`config.mk`:
```
export PLATFORM = sky130hd
export DESIGN_NAME = tft_pic_move
export DESIGN_NICKNAME = d
export VERILOG_FILES = /design/src/rtl/tft_pic_move.sv
export SDC_FILE = /design/constraint.sdc
export NUM_CORES = 1
export LEC_CHECK = 0
export CAP_MARGIN = 20
export CORE_MARGIN = 2
export CORE_UTILIZATION = 50
export DETAILED_ROUTE_END_ITERATION = 12
export DONT_BUFFER_PORTS = 1
export RECOVER_POWER = 100
export SETUP_SLACK_MARGIN = 0.15
export SYNTH_ARGS = -nofsm -noshare
export SYNTH_HDL_FRONTEND = slang
export SYNTH_SLANG_ARGS = --single-unit
```
`constraint.sdc`:
```
create_clock -name tft_clk -period 4.2 [get_ports tft_clk]
set_clock_uncertainty 0.15 [all_clocks]
set_input_delay 0.84 -clock tft_clk [delete_from_list [all_inputs] [get_ports tft_clk]]
set_output_delay 0.84 -clock tft_clk [all_outputs]
set_load 0.1 [all_outputs]
```
`src/rtl/tft_pic_move.sv`:
```
// Colour-bar background with a bouncing ROM sprite for a TFT raster; pix_data lags pix_x/pix_y by one clock.
// Optional colour-key transparency: define TFT_PIC_TRANSPARENT_EN.
module tft_pic_move #(
  parameter int          H_VALID   = 480,
  parameter int          V_VALID   = 272,
  parameter int          IMAGE_W   = 100,
  parameter int          IMAGE_H   = 100,
  parameter int          STEP_X    = 2,
  parameter int          STEP_Y    = 1,
  parameter int          MOVE_DIV  = 1,
  parameter int          ADDR_W    = 14,
  parameter logic [15:0] KEY_COLOR = 16'h0000
) (
  input  logic              tft_clk,
  input  logic              sys_rst,
  input  logic [9:0]        pix_x,
  input  logic [9:0]        pix_y,
  input  logic              move_en,
  output logic [ADDR_W-1:0] rom_addr,
  output logic              rom_rd_en,
  input  logic [15:0]       rom_data,
  output logic [9:0]        pos_x,
  output logic [9:0]        pos_y,
  output logic [15:0]       pix_data
);
  localparam logic [10:0] HV    = 11'(H_VALID);
  localparam logic [10:0] VV    = 11'(V_VALID);
  localparam logic [10:0] IW    = 11'(IMAGE_W);
  localparam logic [10:0] IH    = 11'(IMAGE_H);
  localparam logic [10:0] SX    = 11'(STEP_X);
  localparam logic [10:0] SY    = 11'(STEP_Y);
  localparam logic [10:0] X_MAX = 11'(H_VALID - IMAGE_W);
  localparam logic [10:0] Y_MAX = 11'(V_VALID - IMAGE_H);
  localparam logic [10:0] BAR_W = 11'(H_VALID / 10);
  localparam logic [9:0]  X_C   = 10'((H_VALID - IMAGE_W) / 2);
  localparam logic [9:0]  Y_C   = 10'((V_VALID - IMAGE_H) / 2);
  localparam logic [ADDR_W-1:0] ADDR_LAST = ADDR_W'(IMAGE_W * IMAGE_H - 1);
  localparam logic [7:0]  FRM_LAST = 8'(MOVE_DIV - 1);
  // index 0 is the leftmost bar
  localparam logic [9:0][15:0] BAR_COLOR = {
    16'hD69A, 16'hFFFF, 16'h0000, 16'hF81F, 16'h001F,
    16'h07FF, 16'h07E0, 16'hFFE0, 16'hFC00, 16'hF800};

  typedef enum logic {INC, DEC} dir_t;

  logic [10:0] x11, y11, px11, py11;
  logic [3:0]  bar_idx;
  logic [15:0] bg_next, bg;
  logic        image_valid, frame_end, move_evt;
  logic [7:0]  frm_cnt;
  dir_t        x_st, y_st;

  assign x11  = {1'b0, pix_x};
  assign y11  = {1'b0, pix_y};
  assign px11 = {1'b0, pos_x};
  assign py11 = {1'b0, pos_y};

  assign rom_rd_en = (x11 >= px11) && (x11 < px11 + IW) &&
                     (y11 >= py11) && (y11 < py11 + IH);
  assign frame_end = (x11 == HV - 11'd1) && (y11 == VV - 11'd1);
  assign move_evt  = frame_end && move_en && (frm_cnt == FRM_LAST);

  always_comb begin
    bar_idx = 4'd0;
    for (int k = 1; k < 10; k++)
      if (x11 >= 11'(k) * BAR_W) bar_idx = 4'(k);
    bg_next = (x11 >= HV) ? 16'h0000 : BAR_COLOR[bar_idx];
  end

  always_ff @(posedge tft_clk) begin
    if (sys_rst) begin
      bg          <= 16'h0000;
      image_valid <= 1'b0;
    end else begin
      bg          <= bg_next;
      image_valid <= rom_rd_en;
    end
  end

  // frame_end clear wins over the window increment
  always_ff @(posedge tft_clk) begin
    if (sys_rst || frame_end)   rom_addr <= '0;
    else if (rom_rd_en)         rom_addr <= (rom_addr == ADDR_LAST) ? '0 : rom_addr + 1'b1;
  end

  always_ff @(posedge tft_clk) begin
    if (sys_rst)                   frm_cnt <= 8'd0;
    else if (frame_end && move_en) frm_cnt <= (frm_cnt == FRM_LAST) ? 8'd0 : frm_cnt + 8'd1;
  end

  // position only moves on the last active pixel, so a frame never sees two positions
  always_ff @(posedge tft_clk) begin
    if (sys_rst) begin
      pos_x <= X_C;
      pos_y <= Y_C;
      x_st  <= INC;
      y_st  <= INC;
    end else if (move_evt) begin
      case (x_st)
        INC: if (px11 + SX >= X_MAX) begin pos_x <= X_MAX[9:0]; x_st <= DEC; end
             else pos_x <= pos_x + SX[9:0];
        DEC: if (px11 <= SX) begin pos_x <= 10'd0; x_st <= INC; end
             else pos_x <= pos_x - SX[9:0];
      endcase
      case (y_st)
        INC: if (py11 + SY >= Y_MAX) begin pos_y <= Y_MAX[9:0]; y_st <= DEC; end
             else pos_y <= pos_y + SY[9:0];
        DEC: if (py11 <= SY) begin pos_y <= 10'd0; y_st <= INC; end
             else pos_y <= pos_y - SY[9:0];
      endcase
    end
  end

`ifdef TFT_PIC_TRANSPARENT_EN
  assign pix_data = (image_valid && rom_data != KEY_COLOR) ? rom_data : bg;
`else
  logic unused_key;
  assign unused_key = ^KEY_COLOR;
  assign pix_data   = image_valid ? rom_data : bg;
`endif

endmodule

```
# Yosys cells after proc, flatten, opt, wreduce, memory -nomap -nowiden

Memories as Yosys holds them, arrays and structs flattened. A register that Yosys moved wholly into a read port is not among the register bits.
Cells that the tools add are included.

Output and inout bits: 51
Memory bits (read-only): 256
Word-level logic and storage cells: 74
Memories: 1
Flip-flop bits (word level): 45
Input port bits: 39

Multiplexer cells: 24
Reduce and logical (&&, ||, !) cells: 9
Add/sub/neg operators: 10
Bitwise logic cells: 2
Magnitude comparators: 18
Equal/unequal tests: 3

Memory list:

| memory           | depth | bits a word | read ports | clocked after memory_dff | wr ports | RTL line | RTL |
|---|---|---|---|---|---|---|---|
| (name not given) | 16    | 16          | 1          | 1                        | 0        | 67       | `bg_next = (x11 >= HV) ? 16'h0000 : BAR_COLOR[bar_idx];` |

Operators by type and width:

| kind                                                                                 | count |
|---|---|
| 10-bit by 9-bit greater-or-equal comparator with 1-bit output, second input constant | 5 |
| 10-bit two-way mux                                                                   | 4 |
| 10-bit one-hot mux with 2 select lines                                               | 2 |
| 4-bit two-way mux                                                                    | 8 |
| 10-bit by 8-bit greater-or-equal comparator with 1-bit output, second input constant | 3 |
| 10-bit by 7-bit adder with 11-bit output, second input constant                      | 2 |
| 10-bit by 11-bit < comparator with 1-bit output                                      | 2 |
| 10-bit by 9-bit == test with 1-bit output, second input constant                     | 2 |
| 10-bit greater-or-equal comparator                                                   | 2 |
| 16-bit two-way mux                                                                   | 1 |
| 14-bit by 1-bit adder with 14-bit output, second input constant                      | 1 |
| 14-bit == test, second input constant                                                | 1 |
| 14-bit two-way mux                                                                   | 1 |
| 10-bit by 1-bit adder with 11-bit output, second input constant                      | 1 |
| 10-bit by 2-bit adder with 11-bit output, second input constant                      | 1 |
| 11-bit by 8-bit greater-or-equal comparator with 1-bit output, second input constant | 1 |
| 11-bit by 9-bit greater-or-equal comparator with 1-bit output, second input constant | 1 |
| 10-bit by 1-bit adder with 10-bit output, second input constant                      | 1 |
| 10-bit by 2-bit adder with 10-bit output, second input constant                      | 1 |
| 10-bit by 6-bit greater-or-equal comparator with 1-bit output, second input constant | 1 |
| 10-bit by 7-bit greater-or-equal comparator with 1-bit output, second input constant | 1 |
| 10-bit by 1-bit <= comparator with 1-bit output, second input constant               | 1 |
| 10-bit by 2-bit <= comparator with 1-bit output, second input constant               | 1 |
| 10-bit by 1-bit subtractor with 10-bit output, second input constant                 | 1 |
| 10 further kinds                                                                     | 21 |

# Longest topological paths before layout

Gate-level depths: netlist of run 1.

Depth after elaboration: 10
Depth in mapped cells: 14
Depth with buffers taken out: 13

# Least setup slack after synthesis of run 1

OpenSTA, ideal clock, no wires.

Path type: flip-flop to output port
Start: register pos_x[4]
End: output port rom_rd_en
Data arrival time: 3.580 ns
Path buffers: 1
Slack: -0.370 ns
Required time: 3.210 ns
Cell stages (with the launch flop): 12
Cell sequence: dfxtp_1 > clkbuf_1 > nand3_1 > and2_1 > nor3_1 > xnor2_1 > ha_1 > o22a_1 > nor2b_1 > a41oi_2 > nand4_2 > inv_1

Longest elaborated chain between the ends: 5
Elaborated cells between the ends (all ways): 6
Classes of those cells: add/sub: 1; order compare: 2; reduce/logical: 3

RTL lines:

| what                                            | RTL line | RTL |
|---|---|---|
| from (decl)                                     | 22       | `output logic [9:0] pos_x,` |
| from (signal assigned)                          | 101      | `else pos_x <= pos_x + SX[9:0];` |
| from (signal assigned)                          | 103      | `else pos_x <= pos_x - SX[9:0];` |
| 10-bit by 7-bit adder with 11-bit output        | 58       | `assign rom_rd_en = (x11 >= px11) && (x11 < px11 + IW) &&` |
| 10-bit by 11-bit < comparator with 1-bit output | 58       |  |
| 1-bit logical AND * (2 in series)               | 58       |  |
| 1-bit logical AND *                             | 59       | `(y11 >= py11) && (y11 < py11 + IH);` |
| to (decl)                                       | 20       | `output logic rom_rd_en,` |

Mark *: on every way between the ends. The rest lies on a longest branch, timed or not.

# Final worst setup path of run 1

Start: register pos_x[8]
End: output port rom_rd_en

Same word-level chain as after synthesis.

==> results.ini, run 1 <==
[layout]
fillers=904
layout-drive-gt1-share_pct=7.729
antenna_cells=0
syn2layout_area_growth_pct=4.876
nets=708

[floorplan]
fp.coreArea_um2=8806
die_w_um=99.85
die_area_um2=9969
rows=34
fp.dieH_um=99.85
start_util_pct=52.16
io_pins=90

[worst_setup_path]
required_ns=3.21
reg2reg_setup_slack_ns=0.43
reg2reg_depth=9
crit_path_max_fanout=9
cp-end-kind=output pin
timing.rr.start=pos_x[1]
startpoint=pos_x[8]
crit_arrival_ns=2.94
critPathMaxStageDelay_ns=0.59
cp_slowest_cell=dfxtp_1
crit_type=reg2out
worst_setup_path_start_kind=flop
r2r-end=pos_x[4]
endpoint=rom_rd_en
cp_cell_sequence=inv_1 -> nor3_1 -> xnor2_1 -> ha_1 -> o22a_1 -> nor2b_1 -> a41oi_2 -> nand4_1 -> clkinvlp_4

[clock_network]
clock_sinks=51
cts_buffer_depth=2
root_buffer=clkbuf_8
tritoncts=built
post_cts.repair.setup_buffers=0
clk_latency_ns=0.31
htreeDepth=2
numCtsBuffers=5
cts_hold_buf=0
clk_pin_slew_ns=0.10

[global_routing]
grt_max_degree=26
grt-busiest-layer=met2
met1_usage_pct=32.67
grt_pass1_vias=4214
gr-usage-all-layers_pct=25.47
grtUsageMet2_pct=43.87
grt_pass1_wl_um=20720
gr-total-overflow=0
antenna_found_initial=0
grt_util_met3_pct=5.014

[timing]
min_period_over_period_pct=93.55
slew_headroom_pct=-2.226
slew_violations=18
finalSetupViolCount=0
rsz0062_at_grt=no
worst_pin_slew_ns=1.533
max_freq_mhz=254.5
fin_ws_ns=0.2711
hold_viol=0
period_minus_slack_ns=3.929
tns_ns=0

[power_and_ir_drop]
vdd_drop_max_v=0.0001253
power.leakage_nw=1.840
p_per_area_nw_per_um2=220.3

[synth]
syn_area_per_cell_um2=7.432
synth_warnings=0
syn_nets=706
synth_area_um2=4593
synthCells=618
synth_async_sr_flop_share_pct=0
synth_edf_count=0
ys_ff_latch=51
ys_types=77
synth_flop_cell=dfxtp_1
ys_seq_area_share_pct=22.23

[route]
first_pass_iters=5
drt-initial-drc-count=154
drc=0
routed-via-count=4491
ant_nets=0
wl_um=12650
wire_per_inst_um=17.35
avgViaCountPerCell=6.160

[outcome]
outcome=complete, but fails checks
violations=capacitance limit, slew limit

[hold_path]
hold_path_class=reg2reg

[placed_design]
hpwl_um=9718
place_congestion=0.9353
port-buffer-count=0
preCtsSetupSlack_ns=0.4845

[run]
max-cap-violations=2

==> worst max-delay path: cells and delay by family (launching register included) <==
| kind | cells | cell delay (ns) |
|---|---|---|
| buf+inv | 2 | 0.67 |
| simple gates | 3 | 0.59 |
| flops | 1 | 0.59 |
| compound gates | 2 | 0.38 |
| fa+ha+maj | 1 | 0.24 |
| xor+xnor | 1 | 0.15 |
==> how the worst min path moves through the flow <==
stage	start	end	cells after the start
floorplan	frm_cnt[1]	frm_cnt[1]	2
global placement	frm_cnt[1]	frm_cnt[1]	2
detailed placement	frm_cnt[1]	frm_cnt[1]	2
CTS	frm_cnt[1]	frm_cnt[1]	2
global route	frm_cnt[1]	frm_cnt[1]	2
finish	frm_cnt[1]	frm_cnt[1]	2
==> kinds of logic (layout without fill, tap and decap cells) <==
family,count (synthesis),after routing,synth area share [%]
compound gates,166,166,22.86
other cells,1,1,0.08164
flops,51,51,22.23
fa+ha+maj,49,49,13.35
xor+xnor,27,27,5.148
buf+inv,72,75,6.919
simple gates,250,250,28.96
mux,2,2,0.4631
==> registers in the layout, summed over array words and instances, names as in the netlist <==
name / cells
pos_x: 9
frm_cnt: 8
pos_y: 10
image_valid: 1
rom_addr: 14
y_st: 1
bg: 7
x_st: 1
==> what timing repair did <==
item                       CTS  global route
gates cloned                 0             0
pin swaps                    0             1
setup endpoints to repair    1             1
resized for setup            1             2
==> stage by stage <==
| step | cell area (µm²) | hold WS, ns | utilization (%) | cells | power, mW |
|---|---|---|---|---|---|
| 2_1_floorplan | 4607 | 0.3115 | - | 618 | 0.6927 |
| 3_3_place_gp | 4781 | 0.3290 | 54.29 | 721 | 0.7094 |
| 3_5_place_dp | 4781 | 0.3447 | 54.29 | 721 | 0.7117 |
| 4_1_cts | 4901 | 0.3595 | 55.66 | 729 | 1.076 |
| 5_1_grt | 4817 | 0.3965 | 54.70 | 729 | 1.106 |
| 6_report | 4817 | 0.3532 | 54.70 | 729 | 1.061 |
==> cells in the final DEF, fill, tap and decap left out, types with 5 or more instances in the layout <==
master	instances
nand2_1	68
a21oi_1	58
nor2_1	54
ha_1	47
dfxtp_1	43
o21ai_0	37
inv_1	36
xnor2_1	23
nand3_1	20
clkbuf_1	18
nor3_1	17
nand4_1	17
nand2b_1	11
or3_1	10
buf_4	10
or4_1	8
dfxtp_2	8
o31ai_1	7
a211oi_1	6
and3_1	6
and2_1	6
a21boi_0	5
o211ai_1	5
clkbuf_8	5
==> layer usage <==
metal  vias up  wire length (µm)
li1       2228                 -
met1      2114              5715
met2       132              5988
met3        17               727
met4         0               218
met5         -                 0
==> synth_stat cells (3+ instances only) <==
library cell,number,share of area (%)
a21boi_0,5,0.82
clkbuf_1,16,1.3
dfxtp_1,51,22
or4_1,7,1.1
o2111ai_1,4,0.76
a211oi_1,7,1.1
nand2b_1,11,1.5
nor3_1,16,1.7
o31ai_1,7,1.1
nand4b_1,3,0.57
buf_4,4,0.65
and3_1,6,0.82
and2_1,6,0.82
xnor2_1,23,4.4
nor2b_1,3,0.41
a2111oi_0,3,0.57
buf_6,3,0.74
a211o_1,3,0.57
a31oi_1,4,0.54
o211ai_1,5,0.82
o21ai_0,37,4.0
nor4_1,4,0.54
a22oi_1,3,0.49
nand4_1,16,2.2
xor2_1,4,0.76
nand3_1,20,2.2
nand2_1,68,5.6
nor2_1,54,4.4
buf_2,8,0.87
ha_1,49,13
or3_1,10,1.4
inv_1,37,3.0
a21oi_1,58,6.3
a21o_1,4,0.65
o41ai_1,3,0.57
==> layout make-up <==
cell class	instances	area, µm²	area share [%]
multi-input cells	495	3243	67.32
flip-flops and latches	51	1031	21.40
inverters	39	150.1	3.117
repair buffers	28	142.6	2.961
well taps	108	135.1	2.805
clock buffers	5	68.82	1.429
clock inverters	3	46.29	0.9610
==> power breakdown <==
part / switching (mW) / internal, mW
Combinational: 0.160 / 0.0445
Clock: 0.182 / 0.180
Sequential: 0.00539 / 0.489
Total: 0.348 / 0.714
No activity file was read; power rests on OpenSTA's default activity.
==> run 2: changes to the inputs <==
--- a/config.mk
+++ b/config.mk
@@ -6,7 +6,6 @@
 export NUM_CORES = 1
 export LEC_CHECK = 0
 export CAP_MARGIN = 20
-export CORE_MARGIN = 2
 export CORE_UTILIZATION = 50
 export DETAILED_ROUTE_END_ITERATION = 12
 export DONT_BUFFER_PORTS = 1
==> results.ini, run 2 (synthesis gave the netlist of run 1 again) <==
[outcome]
outcome=complete, but fails checks  ; unchanged
violations=DRC, capacitance limit, slew limit  ; was capacitance limit, slew limit

[route]
first_pass_iters=9  ; was 5
drt-initial-drc-count=202  ; was 154
avgViaCountPerCell=6.184  ; was 6.160
wire_per_inst_um=17.02  ; was 17.35 µm
wl_um=12410  ; was 12,650 µm
routed-via-count=4508  ; was 4,491
ant_nets=0  ; unchanged
drc=20  ; was 0

[timing]
hold_viol=0  ; unchanged
finalSetupViolCount=0  ; unchanged
rsz0062_at_grt=no  ; unchanged
tns_ns=0  ; unchanged
slew_violations=9  ; was 18
fin_ws_ns=0.2213  ; was 0.2711 ns
min_period_over_period_pct=94.73  ; was 93.55%
max_freq_mhz=251.3  ; was 254.5 MHz
period_minus_slack_ns=3.979  ; was 3.929 ns
hold_ws_ns=0.3516  ; was 0.3532 ns
slew_headroom_pct=-1.361  ; was -2.226%
worst_pin_slew_ns=1.520  ; was 1.533 ns

[floorplan]
die_w_um=97.85  ; was 99.85 µm
start_util_pct=52.16  ; unchanged
fp.coreArea_um2=8806  ; unchanged
die_area_um2=9574  ; was 9969 µm²
io_pins=90  ; unchanged
fp.dieH_um=97.85  ; was 99.85 µm
rows=34  ; unchanged

[clock_network]
root_buffer=clkbuf_8  ; unchanged
numCtsBuffers=5  ; unchanged
cts_buffer_depth=2  ; unchanged
clk_latency_ns=0.31  ; about the same
htreeDepth=2  ; unchanged
clock_sinks=51  ; unchanged
clk_pin_slew_ns=0.10  ; about the same
cts_hold_buf=0  ; unchanged
tritoncts=built  ; unchanged

[worst_setup_path]
crit_type=reg2out  ; unchanged
worst_setup_path_start_kind=flop  ; unchanged
crit_arrival_ns=2.99  ; was 2.94 ns
cp_slowest_cell=clkinvlp_4  ; was dfxtp_1
crit_buf_inv=1  ; was 2
required_ns=3.21  ; about the same
cp-end-kind=output pin  ; unchanged
crit_path_max_fanout=9  ; unchanged
path_delay_family=compound AO/OA/AOI/OAI gates  ; was buffers and inverters
cp_cell_sequence=ha_2 -> a211oi_2 -> nor2_1 -> ha_1 -> a21oi_1 -> nand2_1 -> a41o_1 -> a41oi_2 -> nand4_1 -> clkinvlp_4  ; was inv_1 -> nor3_1 -> xnor2_1 -> ha_1 -> o22a_1 -> nor2b_1 -> a41oi_2 -> nand4_1 -> clkinvlp_4
critPathMaxStageDelay_ns=0.46  ; was 0.59 ns

[global_routing]
grt_pass1_wl_um=20630  ; was 20,720 µm
antenna_found_initial=0  ; unchanged
grt_pass1_vias=4148  ; was 4,214
gr-usage-all-layers_pct=26.29  ; was 25.47%
grt_max_degree=26  ; unchanged
gr-total-overflow=0  ; unchanged

[run]
max-cap-violations=2  ; unchanged

[layout]
reg_top3=rom_addr x14, pos_y x10, pos_x x9  ; unchanged
largest-register=rom_addr  ; unchanged
final_common_cell=nand2_1  ; unchanged
layout-drive-gt1-share_pct=7.407  ; was 7.729%
fillers=889  ; was 904
fin_area_um2=4796  ; was 4817 µm²
largest_reg_flops=14  ; unchanged
nets=709  ; was 708
antenna_cells=0  ; unchanged
layout_common_cells=68 x nand2_1, 58 x a21oi_1, 54 x nor2_1  ; unchanged
final_cell_count_no_fill=729  ; unchanged
syn2layout_area_growth_pct=4.413  ; was 4.876%
post-route-util_pct=54.46  ; was 54.70%

[placed_design]
place_congestion=0.9303  ; was 0.9353
dp.cells=721  ; unchanged
port-buffer-count=0  ; unchanged
preCtsSetupSlack_ns=0.4431  ; was 0.4845 ns
dpl_cell_area_um2=4781  ; unchanged
hpwl_um=9492  ; was 9718 µm

[power_and_ir_drop]
power_mw=1.051  ; was 1.061 mW
p_per_area_nw_per_um2=219.2  ; was 220.3 nW/µm²
vdd_drop_max_v=0.0001760  ; was 0.0001253 V
power.leakage_nw=1.832  ; was 1.840 nW

[hold_path]
hold_path_class=reg2reg  ; unchanged

run 2: layer usage:
layer | track usage [%] | up-vias | part of all wire [%]
li1 | - | 2242 | -
met1 | 34.62 | 2079 | 45
met2 | 43.72 | 160 | 46
met3 | 4.939 | 27 | 6.9
met4 | 7.459 | 0 | 2.5
met5 | 0 | - | 0
run 2: worst paths after layout:
check,startpoint,to,slack (ns),cells past startpoint
worst max-delay path,pos_x[3],rom_rd_en,0.22,10
worst min-delay path,frm_cnt[1],frm_cnt[1],0.35,2
worst max register to register,pos_y[7],pos_y[1],0.38,7
worst min register to register,frm_cnt[1],frm_cnt[1],0.35,2
run 2: area by class of cell:
type / instances / area, µm² / share of cell area (%)
multi-input combinational: 495 / 3229 / 67.34
sequential: 51 / 1032 / 21.52
inverter: 39 / 150.1 / 3.131
timing repair buffer: 29 / 142.6 / 2.974
tap: 108 / 135.1 / 2.818
clock buffer: 5 / 68.82 / 1.435
clock inverter: 2 / 37.54 / 0.7827
run 2: what timing repair did:
item,4_1_cts,5_1_grt
gates resized for setup,1,4
endpoints found under the hold margin,0,0
pin swaps,0,1
buffers inserted,0,1
endpoints found under the setup margin,1,1
run 2: worst min-delay path, stage by stage (launching register included):
cell     delay, ns
dfxtp_1       0.35
nand2_1       0.06
a21oi_1       0.05
run 2: where the power goes:
part	internal (mW)	switching (mW)	leakage [nW]
clock	0.175	0.179	0.0502
combinational	0.0437	0.160	1.37
sequential	0.489	0.00533	0.411
